===== src/rtl/heap_level_node_if.sv =====
// Single-address update handshake between adjacent heap levels.
// A transfer happens on the rising edge where valid && ready; the master holds
// valid and addr stable until that edge, and ready never depends on valid.
interface heap_level_node_if #(
  parameter int AW = 2
);
  logic          valid;
  logic [AW-1:0] addr;
  logic          ready;

  modport master (output valid, output addr, input ready);
  modport slave  (input valid, input addr, output ready);
endinterface


===== src/rtl/heap_level_node.sv =====
// One level of a pipelined binary heap: on an update of upper entry p it compares
// p with its two children in the lower memory, swaps if needed and forwards the update.
module heap_level_node #(
  parameter int LEVEL    = 2,
  parameter int DATA_W   = 16,
  parameter int MAX_HEAP = 0,
  parameter int CNT_W    = 16
) (
  input  logic              clk,
  input  logic              rst,
  input  logic              clr,
  output logic              ready,
  heap_level_node_if.slave  upd_in,
  heap_level_node_if.master upd_out,
  output logic [LEVEL-1:0]  u_addr,
  input  logic [DATA_W-1:0] u_rdata,
  output logic [DATA_W-1:0] u_wdata,
  output logic              u_wren,
  output logic [LEVEL:0]    l_addr_a,
  input  logic [DATA_W-1:0] l_rdata_a,
  output logic [DATA_W-1:0] l_wdata,
  output logic              l_wren,
  output logic [LEVEL:0]    l_addr_b,
  input  logic [DATA_W-1:0] l_rdata_b,
  output logic [CNT_W-1:0]  swap_count,
  output logic [2:0]        state_dbg
);

  typedef enum logic [2:0] {
    CLEAR   = 3'd0,
    IDLE    = 3'd1,
    READ    = 3'd2,
    COMPARE = 3'd3,
    WRITE   = 3'd4,
    HOLD    = 3'd5
  } state_t;

  localparam logic [DATA_W-1:0]  SENTINEL = {DATA_W{(MAX_HEAP == 0)}};
  localparam logic [LEVEL+1:0]   CLR_END  = {1'b1, {(LEVEL+1){1'b0}}};

  state_t               state, state_n;
  logic [LEVEL-1:0]     p_q, p_n;
  logic [LEVEL+1:0]     clr_cnt, clr_cnt_n;
  logic [CNT_W-1:0]     cnt_n;
  logic                 in_ready_q, out_valid_q;
  logic [LEVEL:0]       out_addr_q;

  logic                 ready_n, in_ready_n, u_wren_n, l_wren_n, out_valid_n;
  logic [LEVEL-1:0]     u_addr_n;
  logic [DATA_W-1:0]    u_wdata_n, l_wdata_n;
  logic [LEVEL:0]       l_addr_a_n, l_addr_b_n, out_addr_n;

  logic                 sel_right, do_swap;
  logic [DATA_W-1:0]    child;

  function automatic logic better(input logic [DATA_W-1:0] x, input logic [DATA_W-1:0] y);
    if (MAX_HEAP != 0) return x > y;
    else               return x < y;
  endfunction

  // Ties between siblings resolve to the left child; ties with the parent never swap.
  assign sel_right = better(l_rdata_b, l_rdata_a);
  assign child     = sel_right ? l_rdata_b : l_rdata_a;
  assign do_swap   = better(child, u_rdata);

  assign upd_in.ready  = in_ready_q;
  assign upd_out.valid = out_valid_q;
  assign upd_out.addr  = out_addr_q;
  assign state_dbg     = state;

  always_ff @(posedge clk or negedge rst) begin
    if (!rst) begin
      state       <= CLEAR;
      p_q         <= '0;
      clr_cnt     <= '0;
      swap_count  <= '0;
      ready       <= 1'b0;
      in_ready_q  <= 1'b0;
      u_addr      <= '0;
      u_wdata     <= '0;
      u_wren      <= 1'b0;
      l_addr_a    <= '0;
      l_addr_b    <= '0;
      l_wdata     <= '0;
      l_wren      <= 1'b0;
      out_valid_q <= 1'b0;
      out_addr_q  <= '0;
    end else begin
      state       <= state_n;
      p_q         <= p_n;
      clr_cnt     <= clr_cnt_n;
      swap_count  <= cnt_n;
      ready       <= ready_n;
      in_ready_q  <= in_ready_n;
      u_addr      <= u_addr_n;
      u_wdata     <= u_wdata_n;
      u_wren      <= u_wren_n;
      l_addr_a    <= l_addr_a_n;
      l_addr_b    <= l_addr_b_n;
      l_wdata     <= l_wdata_n;
      l_wren      <= l_wren_n;
      out_valid_q <= out_valid_n;
      out_addr_q  <= out_addr_n;
    end
  end

  // Outputs are computed for the state being entered, so every output is a flop.
  always_comb begin
    state_n     = state;
    p_n         = p_q;
    clr_cnt_n   = clr_cnt;
    cnt_n       = swap_count;
    ready_n     = 1'b0;
    in_ready_n  = 1'b0;
    u_addr_n    = '0;
    u_wdata_n   = '0;
    u_wren_n    = 1'b0;
    l_addr_a_n  = '0;
    l_addr_b_n  = '0;
    l_wdata_n   = '0;
    l_wren_n    = 1'b0;
    out_valid_n = 1'b0;
    out_addr_n  = '0;
    unique case (state)
      CLEAR: begin
        if (clr_cnt == CLR_END) begin
          state_n = IDLE;
        end else begin
          l_wren_n   = 1'b1;
          l_addr_a_n = clr_cnt[LEVEL:0];
          l_wdata_n  = SENTINEL;
          clr_cnt_n  = clr_cnt + (LEVEL+2)'(1);
        end
      end
      IDLE: begin
        if (clr) begin
          state_n    = CLEAR;
          cnt_n      = '0;
          l_wren_n   = 1'b1;
          l_addr_a_n = '0;
          l_wdata_n  = SENTINEL;
          clr_cnt_n  = (LEVEL+2)'(1);
        end else if (upd_in.valid) begin
          state_n    = READ;
          p_n        = upd_in.addr;
          u_addr_n   = upd_in.addr;
          l_addr_a_n = {upd_in.addr, 1'b0};
          l_addr_b_n = {upd_in.addr, 1'b1};
        end
      end
      READ: begin
        state_n    = COMPARE;
        u_addr_n   = p_q;
        l_addr_a_n = {p_q, 1'b0};
        l_addr_b_n = {p_q, 1'b1};
      end
      COMPARE: begin
        if (do_swap) begin
          state_n     = WRITE;
          u_wren_n    = 1'b1;
          u_addr_n    = p_q;
          u_wdata_n   = child;
          l_wren_n    = 1'b1;
          l_addr_a_n  = {p_q, sel_right};
          l_wdata_n   = u_rdata;
          out_valid_n = 1'b1;
          out_addr_n  = {p_q, sel_right};
          if (swap_count != {CNT_W{1'b1}}) cnt_n = swap_count + CNT_W'(1);
        end else begin
          state_n = IDLE;
        end
      end
      WRITE, HOLD: begin
        if (upd_out.ready) begin
          state_n = IDLE;
        end else begin
          state_n     = HOLD;
          out_valid_n = 1'b1;
          out_addr_n  = out_addr_q;
        end
      end
      default: state_n = CLEAR;
    endcase
    if (state_n == IDLE) begin
      ready_n    = 1'b1;
      in_ready_n = 1'b1;
    end
  end

endmodule


===== src/flat_wrapper.sv =====
// flat-port wrapper written by rule: the top's interface ports become plain ports
module heap_level_node_flat 
#(
  parameter int LEVEL    = 2,
  parameter int DATA_W   = 16,
  parameter int MAX_HEAP = 0,
  parameter int CNT_W    = 16
)
  (clk, rst, clr, ready, u_addr, u_rdata, u_wdata, u_wren, l_addr_a, l_rdata_a, l_wdata, l_wren, l_addr_b, l_rdata_b, swap_count, state_dbg, upd_in_valid, upd_in_addr, upd_in_ready, upd_out_valid, upd_out_addr, upd_out_ready);
  heap_level_node_if #(.AW((LEVEL))) upd_in_i ();
  heap_level_node_if #(.AW((LEVEL + 1))) upd_out_i ();
  input  logic clk;
  input  logic rst;
  input  logic clr;
  output logic ready;
  output logic [LEVEL-1:0] u_addr;
  input  logic [DATA_W-1:0] u_rdata;
  output logic [DATA_W-1:0] u_wdata;
  output logic u_wren;
  output logic [LEVEL:0] l_addr_a;
  input  logic [DATA_W-1:0] l_rdata_a;
  output logic [DATA_W-1:0] l_wdata;
  output logic l_wren;
  output logic [LEVEL:0] l_addr_b;
  input  logic [DATA_W-1:0] l_rdata_b;
  output logic [CNT_W-1:0] swap_count;
  output logic [2:0] state_dbg;
  input wire logic [$bits(upd_in_i.valid)-1:0] upd_in_valid;
  input wire logic [$bits(upd_in_i.addr)-1:0] upd_in_addr;
  output wire logic [$bits(upd_in_i.ready)-1:0] upd_in_ready;
  output wire logic [$bits(upd_out_i.valid)-1:0] upd_out_valid;
  output wire logic [$bits(upd_out_i.addr)-1:0] upd_out_addr;
  input wire logic [$bits(upd_out_i.ready)-1:0] upd_out_ready;
  assign upd_in_i.valid = upd_in_valid;
  assign upd_in_i.addr = upd_in_addr;
  assign upd_in_ready = upd_in_i.ready;
  assign upd_out_valid = upd_out_i.valid;
  assign upd_out_addr = upd_out_i.addr;
  assign upd_out_i.ready = upd_out_ready;
  heap_level_node #(.LEVEL(LEVEL), .DATA_W(DATA_W), .MAX_HEAP(MAX_HEAP), .CNT_W(CNT_W)) u_core (.clk(clk), .rst(rst), .clr(clr), .ready(ready), .upd_in(upd_in_i), .upd_out(upd_out_i), .u_addr(u_addr), .u_rdata(u_rdata), .u_wdata(u_wdata), .u_wren(u_wren), .l_addr_a(l_addr_a), .l_rdata_a(l_rdata_a), .l_wdata(l_wdata), .l_wren(l_wren), .l_addr_b(l_addr_b), .l_rdata_b(l_rdata_b), .swap_count(swap_count), .state_dbg(state_dbg));
endmodule

===== config.mk =====
export PLATFORM = sky130hd
export DESIGN_NAME = heap_level_node_flat
export DESIGN_NICKNAME = d
export VERILOG_FILES = /design/src/rtl/heap_level_node_if.sv /design/src/rtl/heap_level_node.sv /design/src/flat_wrapper.sv
export SDC_FILE = /design/constraint.sdc
export NUM_CORES = 1
export LEC_CHECK = 0
export BUFFER_PORTS_ARGS = -buffer_cell sky130_fd_sc_hd__buf_4
export CAP_MARGIN = 25
export CORE_MARGIN = 3
export CORE_UTILIZATION = 46
export DETAILED_ROUTE_END_ITERATION = 8
export PLACE_DENSITY = 0.8
export SYNTH_ARGS = -nofsm -noshare
export SYNTH_HDL_FRONTEND = slang
export SYNTH_SLANG_ARGS = --single-unit

===== constraint.sdc =====
create_clock -name clk -period 1.9 [get_ports clk]
set_input_delay 0.38 -clock clk [delete_from_list [all_inputs] [get_ports clk]]
set_output_delay 0.38 -clock clk [all_outputs]
set_load 0.02 [all_outputs]

* Word-level counts from Yosys, hierarchy flattened
Cells that the tools add are included.
Cells by class: $add $sub $neg 2, order comparisons 2, equal/unequal tests 13, muxes and demuxes 42, bitwise operators 1, reductions and logical operators 7
Operators with widths (number):
- 2-to-1 mux 16 bit | 9
- case mux 16 bit (3 select lines) | 1
- 2-to-1 mux 3 bit | 12
- less-than comparator 16 bit | 2
- case mux 16 bit (2 select lines) | 1
- adder 16 x 1 -> 16 bit, second input constant | 1
- != test 16 bit, second input constant | 1
- case mux 3 bit (5 select lines) | 1
- case mux 3 bit (2 select lines) | 2
- case mux 3 bit (4 select lines) | 1
- 2-to-1 mux 4 bit | 2
- case mux 4 bit (2 select lines) | 1
- equality test 3 x 1 -> 1 bit, second input constant | 2
- equality test 3 x 2 -> 1 bit, second input constant | 2
- equality test 3 bit, second input constant | 2
- 2-to-1 mux 1 bit | 6
- 2-to-1 mux 2 bit | 3
- != test 2 bit, second input constant | 3
- case mux 2 bit (3 select lines) | 1
- AND reduction 3 bit | 2
- adder 4 x 1 -> 4 bit, second input constant | 1
- equality test 4 bit, second input constant | 1
- != test 2 x 1 -> 1 bit, second input constant | 2
- AND reduction 4 bit | 1
- other kinds (6) | 7
Storage, ports and cells: register bits after elaboration 72, output and inout port bits 67

* Depth between registers and ports, before layout
Gate-level depths: netlist (run 1).
depth after elaboration 7, mapped depth 21, depth with buffers taken out 19

* Least setup slack after synthesis (run 1)
Ideal clock, no wire load.
kind input port to flip-flop, start input l_rdata_a[5], end register u_core.swap_count[14], arrival time 3.994 ns, data required time 1.822 ns, setup slack -2.172 ns, stages 19, cells stage by stage inv_1 > ha_1 > a21o_1 > a21o_1 > a221oi_2 > o311a_4 > clkbuf_1 > nand2_1 > o21ai_0 > ha_1 > a2111oi_2 > o21ai_1 > o22ai_1 > o311ai_1 > mux2i_2 > o211ai_2 > buf_6 > or3_1 > a21oi_1
Between the ends: longest elaborated chain between the ends 5
RTL lines:
- start: declaration | RTL line flat_wrapper.sv:21 | input logic [DATA_W-1:0] l_rdata_a;
- less-than comparator 16 bit | RTL line heap_level_node.sv:58 | else return x < y;
- 2-to-1 mux 16 bit (*) | RTL line heap_level_node.sv:63 | assign child = sel_right ? l_rdata_b : l_rdata_a;
- less-than comparator 16 bit (*) | RTL line heap_level_node.sv:58
- != test 2 x 1 -> 1 bit (no line) (*)
- AND reduction 4 bit (no line) (*)
- end signal: assignment | RTL line heap_level_node.sv:92 | swap_count <= cnt_n;
- end: declaration | RTL line heap_level_node.sv:25 | output logic [CNT_W-1:0] swap_count,
Every way passes the cells marked *; elsewhere a longest branch is shown, timed or not. A chain may end at the register's enable or synchronous reset.

* Final worst setup path (run 1)
start input l_rdata_b[0], end register u_core.swap_count[6]
Between the ends: longest elaborated chain between the ends 5
RTL lines:
- start: declaration | RTL line flat_wrapper.sv:25 | input logic [DATA_W-1:0] l_rdata_b;
- less-than comparator 16 bit | RTL line heap_level_node.sv:58
- 2-to-1 mux 16 bit (*) | RTL line heap_level_node.sv:63
- less-than comparator 16 bit (*) | RTL line heap_level_node.sv:58
- != test 2 x 1 -> 1 bit (no line) (*)
- AND reduction 4 bit (no line) (*)
Marked as above.

==> results of run 1 <==
-- metal layers --
metal  track usage [%]  share of wire [%]  up-vias
met5                 0                  0        -
met4              8.73                2.9        0
met3              5.17                7.3       48
met2              43.6                 52      232
met1              29.5                 38     1976
li1                  -                  -     1817
-- state kept, by name (all words and copies together) (netlist names) --
| register | flops |
|---|---|
| u_core.clr_cnt | 4 |
| u_core.upd_out.addr | 3 |
| u_core.u_wdata | 16 |
| u_core.u_wren | 1 |
| u_core.swap_count | 16 |
| u_core.u_addr | 2 |
| u_core.l_wdata | 16 |
| u_core.upd_out.valid | 1 |
| u_core.l_addr_a | 3 |
| u_core.upd_in.ready | 1 |
| u_core.l_wren | 1 |
| u_core.l_addr_b | 3 |
| u_core.state_dbg | 3 |
| u_core.p_q | 2 |
-- layout by cell type, fill, tap and decap left out, types with 3 or more instances in the layout --
master      n
ha_2        4
buf_8       5
dfrtp_1    72
nand2_1    41
inv_4       5
nand2_4     3
nand4_1     8
or3_1       7
buf_12      4
and2_1     18
ha_1       19
nand2b_1    3
o21ai_2    11
mux2_2      3
or4_4       3
a21oi_2     8
clkbuf_8   10
o21ai_1    21
inv_1      33
nor2_1      9
o21ai_4     4
buf_6      18
o31ai_1     4
nor2b_1     3
and3_1      3
ha_4       10
o21ai_0    11
a21oi_1    16
or2_2       3
nand3_1    13
buf_4     179
nand2_2     4
-- where the power goes --
group	total (W)	switching, W	internal, W
clock	0.00137	0.000599	0.000769
combinational	0.00324	0.00181	0.00143
sequential	0.00211	0.000178	0.00194
-- area by class of cell --
class                      count  area, um^2  area share [%]
clock inverter                 5        81.3            1.29
sequential                    72        1800            28.5
inverter                      40         170            2.69
timing repair buffer         207        1710            27.1
clock buffer                  10         138            2.18
multi-input combinational    275        2300            36.3
tap                          102         128            2.02
-- through the flow --
step,TNS [ns],hold slack (ns)
global route,-131.63,0.284
global placement,-135.36,0.328
detailed placement,-140.72,0.330
CTS,-112.91,0.257
floorplan,-116.08,0.0844
finish,-125.30,0.293
-- critical path, delay by kind of cell --
kind | cells | cell delay (ns)
compound gates | 10 | 2.36
fa+ha+maj | 1 | 0.20
buf+inv | 5 | 0.67
mux | 1 | 0.24
simple gates | 2 | 0.49
-- path summary, 6_finish.rpt --
path / from / endpoint / slack [ns] / cells past startpoint
max in group asynchronous: rst / u_core.state_dbg[1]$_DFF_PN0_ / 0.82 / 3
worst max-delay path: l_rdata_b[0] / u_core.swap_count[6]$_DFFE_PN0P_ / -2.17 / 19
worst min register to register: u_core.upd_out.addr[2]$_DFFE_PN0P_ / u_core.upd_out.addr[2]$_DFFE_PN0P_ / 0.49 / 2
min in group asynchronous: rst / u_core.swap_count[6]$_DFFE_PN0P_ / 0.51 / 2
worst max register to register: u_core.swap_count[0]$_DFFE_PN0P_ / u_core.swap_count[13]$_DFFE_PN0P_ / -0.50 / 8
worst min-delay path: upd_in_addr[1] / u_core.p_q[1]$_DFFE_PN0P_ / 0.29 / 2
-- kinds of logic (layout without fill, tap and decap cells) --
family	after synthesis	in the layout	share of synthesized area, %
simple gates	135	135	18.5
compound gates	98	100	15.8
mux	5	5	1.50
buf+inv	56	262	6.15
xor+xnor	2	2	0.456
flops	72	72	46.8
fa+ha+maj	33	33	10.7
-- repair_timing --
action                                  in CTS  in global routing
gates resized for setup                     40                 94
setup buffers                               11                 15
hold buffers                                 1                  0
endpoints found under the setup margin      62                 62
pin swaps                                   11                 22
gates cloned                                 3                  1
hold endpoints to repair                    29                  0
==> results.yml, run 1 <==
worst_setup_path:
  critPathRequiredTime_ns: 2.17
  start_kind: "input pin"
  crit_top_cell: "buf_6"
  cp_max_fo: 7
  critPathSlowestCell: "a2111o_1"
  crit_chain: "buf_4 > nand2b_1 > a2111o_1 > a221oi_4 > o311a_4 > buf_6 > buf_8 > o21ai_4 > ha_2 > a2111oi_4 > o21ai_2 > o22ai_4 > o311ai_4 > mux2i_4 > buf_6 > o211ai_4 > buf_6 > or3_1 > a21oi_2"
  critPathArrivalTime_ns: 4.34
  endpoint_kind: "flip-flop"
  critPathKind: "input pin to flip-flop"
  cpPeakStageDelay_ns: 0.47
logic_synthesis:
  seq_area_frac_synth_pct: 46.8
  avgSynthCellArea_um2: 9.59
  ys.flop_type: "dfrtp_1"
  synthTopCellsByCount: "72 x dfrtp_1, 48 x nand2_1, 39 x inv_1"
  post-synth-top-count-cell: "dfrtp_1"
  syn_nets: 489
  ys_ff_latch: 72
  syn_area_um2: 3850
  yosys.area.top_type: "dfrtp_1"
  synthCells: 401
  synth_top_area_share_pct: 46.8
  synth_edf_count: 0
  yosysUniqueCellTypes: 54
  synthTopCellsByArea: "dfrtp_1 47%, ha_1 11%, nand2_1 4.7%"
  synth_warnings: 0
  async_flop_share_pct: 100
die:
  die_y_um: 97.4
  ioPinCount: 122
  start_util_pct: 48.5
  fp.dieW_um: 97.4
  num_rows: 32
  die_area_um2: 9490
  core_area_um2: 7930
run_status:
  status: "finished with violations"
  violations: "negative setup slack"
global_routing:
  grt_pass1_wl_mm: 19.1
  antenna_found_initial: 0
  groute.usage.overall_pct: 24.6
  grt_max_degree: 44
  overflow: 0
  grt_pass1_vias: 4035
timing:
  fin_crit_ns: 4.07
  finalMaxSlewViolations: 0
  slew_headroom_pct: 13.4
  finClkSkew_ns: 0.0102
  max_freq_mhz: 246
  rsz0062_at_grt: "true"
  fin_crit_sh_pct: 214
  tightestPinTransition_ns: 1.28
  setup_ws_ns: -2.17
  setup_viol: 62
  finalHoldViolations: 0
clock_tree:
  cts.sinks: 72
  clock_latency_ns: 0.34
  path_clk_slew_ns: 0.08
  cts_root_buffer: "clkbuf_8"
  h-tree-depth: 3
  cts_buffer_depth: 2
  numCtsBuffers: 9
  cts_tree: "done"
drt:
  num_vias: 4073
  dr.pass1.iters: 5
  routed_wl_mm: 13.7
  route.detailed.wl_per_inst_um: 19.3
  drt_iter0_markers: 194
  drc: 0
  ant_nets: 0
  viasPerCell: 5.73
power_and_ir_drop:
  p_leak_nw: 3.12
  power_w: 0.00672
  ir_drop_mv: 0.522
  power_density_nw_per_um2: 1060
flow_run:
  drv_cap: 0
place:
  io_buffers: 121
  postPlaceCellArea_um2: 5310
  dp_cells: 667
  dp_slack_ns: -2.43
  routabilityCongestion: 0.879
  dp_hpwl_mm: 8.31
finish:
  syn_to_final_growth_pct: 64.5
  post-route-cell-area_um2: 6330
  final_cell_count_no_fill: 711
  layout.nets: 693
  drive_above_1_share_pct: 49.8
  postLayoutCoreUtil_pct: 79.8
  num_antenna_cells: 0
  nFillCells: 462
min_path:
  hold_class: "input pin to flip-flop"
(Power assumes the default switching activity.)
==> inputs of run 2 (changes only) <==
Settings changed: CELL_PAD_IN_SITES_DETAIL_PLACEMENT set to 0, CELL_PAD_IN_SITES_GLOBAL_PLACEMENT set to 1, CORE_UTILIZATION 46 to 34, PLACE_DENSITY 0.8 to 0.79, REMOVE_ABC_BUFFERS set to 1.
==> results.yml, run 2 (synthesized netlist as in run 1, its figures left out) <==
worst_setup_path:
  r2r_end: "u_core.swap_count[2]$_DFFE_PN0P_"
  endpoint_kind: "flip-flop"
  critPathArrivalTime_ns: 4.22
  reg2reg_depth: 9
  cp-endpoint: "u_core.swap_count[2]$_DFFE_PN0P_"
  r2r_slack_ns: -0.60
  start_kind: "input pin"
  timing.rr.start: "u_core.swap_count[4]$_DFFE_PN0P_"
  critPathRequiredTime_ns: 2.15
  worstSetupStartpoint: "l_rdata_a[1]"
  cp_max_fo: 6
  critPathKind: "input pin to flip-flop"
global_routing:
  antenna_found_initial: 0
  overflow: 0
  grt_pass1_wl_mm: 18.7
  groute.usage.overall_pct: 18.3
  grt_pass1_vias: 3835
  grt_max_degree: 32
timing:
  fin_crit_sh_pct: 209
  finalMaxSlewViolations: 0
  rsz0062_at_grt: "true"
  setup_viol: 62
  finClkSkew_ns: 0.00361
  fin_crit_ns: 3.97
  slew_headroom_pct: 54.2
  setup_ws_ns: -2.07
  max_freq_mhz: 252
  tightestPinTransition_ns: 0.685
  finalHoldViolations: 0
drt:
  dr.max_layer_used: "met4"
  route.met2.wl_mm: 6.30
  ant_nets: 0
  dr.pass1.iters: 4
  routed_wl_mm: 11.9
  viasPerCell: 4.92
  drt_iter0_markers: 130
  route.met3.wl_um: 552
  wl_met1_mm: 4.97
  drc: 0
  num_vias: 3758
  route.detailed.wl_per_inst_um: 15.6
place:
  io_buffers: 121
  postPlaceCellArea_um2: 5480
  routabilityCongestion: 0.828
  dp_hpwl_mm: 8.42
clock_tree:
  cts_buffer_depth: 2
  cts_tree: "done"
  h-tree-depth: 3
  path_clk_slew_ns: 0.06
  cts_root_buffer: "clkbuf_16"
  numCtsBuffers: 9
  cts.sinks: 72
  clock_latency_ns: 0.33
finish:
  final_cell_mix: "198 x buf_4, 72 x dfrtp_1, 37 x inv_1, 36 x nand2_1, 24 x o21ai_2"
  layout.nets: 707
  drive_above_1_share_pct: 53.5
  num_antenna_cells: 0
  nFillCells: 933
  layout_commonest_cell: "buf_4"
  largestRegisters: "u_core.l_wdata: 16 flops, u_core.swap_count: 16 flops, u_core.u_wdata: 16 flops"
  syn_to_final_growth_pct: 70.9
  post-route-cell-area_um2: 6580
die:
  ioPinCount: 122
  num_rows: 38
  die_area_um2: 12600
  fp.dieW_um: 112
  core_area_um2: 10900
  die_y_um: 112
  start_util_pct: 35.2
run_status:
  status: "finished with violations"
  violations: "negative setup slack"
min_path:
  min-delay-start: "upd_in_addr[1]"
  hold_class: "input pin to flip-flop"
power_and_ir_drop:
  p_leak_nw: 3.27
  ir_drop_mv: 0.584
  power_w: 0.00715
  power_density_nw_per_um2: 1090
flow_run:
  drv_cap: 0
run 2: area by class of cell:
class	count	area, um^2	area share (%)
multi-input combinational	276	2360	36.0
sequential	72	1800	27.4
timing repair buffer	220	1780	27.1
clock buffer	10	229	3.48
tap	140	175	2.66
inverter	40	160	2.44
clock inverter	6	60.1	0.913
run 2: worst min path at each step:
stage / to / depth (start not counted)
2_1_floorplan: u_core.clr_cnt[0]$_DFFE_PN0P_ / 0
3_3_place_gp: u_core.swap_count[8]$_DFFE_PN0P_ / 1
3_5_place_dp: u_core.swap_count[8]$_DFFE_PN0P_ / 1
4_1_cts: u_core.p_q[0]$_DFFE_PN0P_ / 2
5_1_grt: u_core.p_q[0]$_DFFE_PN0P_ / 2
6_report: u_core.p_q[1]$_DFFE_PN0P_ / 2
run 2: metal layers:
metal / global-route usage (%) / vias to the layer above
met5: 0 / -
met4: 5.29 / 0
met3: 4.53 / 9
met2: 31.2 / 87
met1: 23.0 / 1810
li1: - / 1852
run 2: metrics by stage:
stage	hold slack [ns]	util (%)	setup slack, ns	TNS, ns	cells
2_1_floorplan	0.0844	-	-2.16	-124.65	385
3_3_place_gp	0.338	50.1	-2.46	-142.62	726
3_5_place_dp	0.352	50.1	-2.61	-149.07	726
4_1_cts	0.293	55.7	-2.02	-115.92	756
5_1_grt	0.291	60.1	-2.24	-130.59	764
6_report	0.306	60.1	-2.07	-120.27	764
run 2: critical path, cell delays in order:
cell       delay (ns)
buf_8            0.10
inv_4            0.05
ha_4             0.18
a2111o_1         0.46
a221oi_4         0.34
o311a_4          0.31
nand2_4          0.07
o21ai_4          0.07
ha_4             0.23
a2111oi_4        0.34
o21ai_1          0.12
o22ai_2          0.19
buf_6            0.15
o311ai_4         0.11
mux2i_2          0.22
buf_4            0.18
o21ai_2          0.11
buf_4            0.17
or3_1            0.30
a21oi_1          0.13
run 2: power breakdown:
part	total [W]	leakage, nW	internal (W)	switching [W]
Combinational	0.00337	2.20	0.00156	0.00180
Sequential	0.00214	0.934	0.00194	0.000198
Clock	0.00165	0.138	0.00101	0.000638
Total	0.00715	3.27	0.00451	0.00264
run 2: repair_timing:
| item | 4_1_cts | 5_1_grt |
|---|---|---|
| hold endpoints to repair | 29 | 0 |
| setup buffers | 10 | 5 |
| pin swaps | 38 | 31 |
| hold buffers | 1 | 0 |
| endpoints found under the setup margin | 63 | 63 |
| gates cloned | 3 | 3 |
| resized for setup | 41 | 112 |
==> inputs of run 3 (changes only) <==
Settings changed: CORE_UTILIZATION 34 to 41, PLACE_DENSITY 0.79 to 0.89.
Clock period 1.9 ns to 5.03 ns, I/O delays scaled along.
==> results.yml, run 3 (synthesized netlist as in run 1, its figures left out) <==
run_status:
  status: "completed"
power_and_ir_drop:
  p_int_w: 0.00138
  ir_drop_mv: 0.160
  power_w: 0.00219
  p_leak_nw: 2.63
  swShare_pct: 36.9
  p_clk_share_pct: 23.2
  p_sw_w: 0.000810
  power_density_nw_per_um2: 431
  pwr-share-comb_pct: 39.2
  seq_power_share_pct: 37.6
worst_setup_path:
  crit_top_cell: "buf_4"
  endpoint_kind: "flip-flop"
  start_kind: "input pin"
  cp_max_fo: 21
  crit_chain: "buf_4 > inv_1 > ha_1 > a21o_1 > a21o_1 > a221oi_2 > o311a_4 > buf_4 > nand2_1 > o21ai_0 > ha_1 > a21oi_1 > nor2_1 > o22ai_1 > o311ai_1 > mux2i_2 > buf_4 > o211ai_2 > or3_1 > a21oi_1"
  critPathArrivalTime_ns: 4.99
  critPathSlowestCell: "or3_1"
  cpPeakStageDelay_ns: 0.40
  critPathKind: "input pin to flip-flop"
  critPathRequiredTime_ns: 5.29
  critPathBufInv: 4
  cp_top_family: "compound AO/OA/AOI/OAI gates"
timing:
  fin_crit_ns: 4.73
  setup_viol: 0
  finalHoldViolations: 0
  finalMaxSlewViolations: 0
  finClkSkew_ns: 0.00605
  tightestPinTransition_ns: 1.01
  max_freq_mhz: 211
  rsz0062_at_grt: "false"
  finalSetupTns_ns: 0
  holdWs_ns: 0.488
  slew_headroom_pct: 32.4
  fin_crit_sh_pct: 94.0
finish:
  num_antenna_cells: 0
  seq_area_um2: 1800
  final_cell_mix: "130 x buf_4, 72 x dfrtp_1, 48 x nand2_1, 39 x inv_1, 33 x ha_1"
  layout.nets: 614
  layout_commonest_cell: "buf_4"
  multi_input_area_um2: 1810
  drive_above_1_share_pct: 30.5
  nFillCells: 808
  syn_to_final_growth_pct: 32.4
  largestRegisters: "u_core.l_wdata: 16 flops, u_core.swap_count: 16 flops, u_core.u_wdata: 16 flops"
  final_cell_count_no_fill: 639
  post-route-cell-area_um2: 5090
drt:
  route.detailed.wl_per_inst_um: 14.9
  routed_wl_mm: 9.49
  ant_nets: 0
  drt_iter0_markers: 112
  drc: 0
  num_vias: 3284
  viasPerCell: 5.14
  dr.pass1.iters: 4
global_routing:
  overflow: 0
  use_met3_pct: 5.14
  grt_use_met1_pct: 23.5
  groute.usage.overall_pct: 18.8
  grt_pass1_wl_mm: 15.4
  grt_pass1_vias: 3254
  busiest_layer: "met2"
  antenna_found_initial: 0
  grt_util_met2_pct: 31.0
  grt_max_degree: 73
clock_tree:
  hold_buffers: 0
  h-tree-depth: 3
  post_cts_resized: 0
  path_clk_slew_ns: 0.08
  cts_buffer_depth: 2
  cts_tree: "done"
  cts_root_buffer: "clkbuf_8"
  cts_setup_buffers: 0
  clock_latency_ns: 0.34
  cts.sinks: 72
  numCtsBuffers: 9
die:
  core_area_um2: 8930
  start_util_pct: 43.1
  die_area_um2: 10600
  fp.dieW_um: 103
  ioPinCount: 122
  num_rows: 34
  die_y_um: 103
place:
  dp_cells: 623
  dp_hpwl_mm: 7.32
  routabilityCongestion: 0.926
  io_buffers: 121
  postPlaceCellArea_um2: 4870
flow_run:
  drv_cap: 0
min_path:
  hold_class: "flip-flop to flip-flop"
## run 3: area by class of cell
type | count | area share, %
Multi-Input combinational cell | 273 | 35.5
Sequential cell | 72 | 35.4
Timing Repair Buffer | 130 | 19.2
Inverter | 40 | 2.95
Clock buffer | 10 | 2.70
Tap cell | 108 | 2.65
Clock inverter | 6 | 1.62
## run 3: worst paths after layout
check / slack, ns / from / end / cells after the start
max in group asynchronous: 3.66 / rst / u_core.swap_count[0]$_DFFE_PN0P_ / 1
worst min register to register: 0.49 / u_core.upd_out.addr[0]$_DFFE_PN0P_ / u_core.upd_out.addr[0]$_DFFE_PN0P_ / 2
min in group asynchronous: 0.79 / rst / u_core.swap_count[8]$_DFFE_PN0P_ / 1
worst max-delay path: 0.30 / l_rdata_a[5] / u_core.swap_count[14]$_DFFE_PN0P_ / 20
worst max register to register: 2.51 / u_core.swap_count[3]$_DFFE_PN0P_ / u_core.swap_count[2]$_DFFE_PN0P_ / 9
worst min-delay path: 0.49 / u_core.upd_out.addr[0]$_DFFE_PN0P_ / u_core.upd_out.addr[0]$_DFFE_PN0P_ / 2
## run 3: power groups by stage
stage	logic (W)	registers (W)	clock network, W
final	0.000861	0.000824	0.000508
after CTS	0.000872	0.000825	0.000519
after detailed placement	0.000870	0.000835	0
after global placement	0.000858	0.000832	0
after floorplan	0.000333	0.000977	0
after global routing	0.000951	0.000842	0.000542
## run 3: tightest hold or removal path, stage by stage, from the launching register on
cell     delay [ns]
dfrtp_1        0.35
nand2_1        0.05
o21ai_0        0.06
## run 3: layer usage
layer / routed length (um) / vias to the layer above
li1: - / 1648
met1: 4070 / 1536
met2: 4650 / 90
met3: 635 / 10
met4: 132 / 0
met5: 0 / -
## run 3: through the flow
step / utilization [%] / setup WS, ns
after floorplan: - / 0.349
after CTS: 57.0 / 0.294
final: 57.0 / 0.300
after global placement: 54.5 / 0.00502
after global routing: 57.0 / 0.00654
after detailed placement: 54.5 / -0.0428
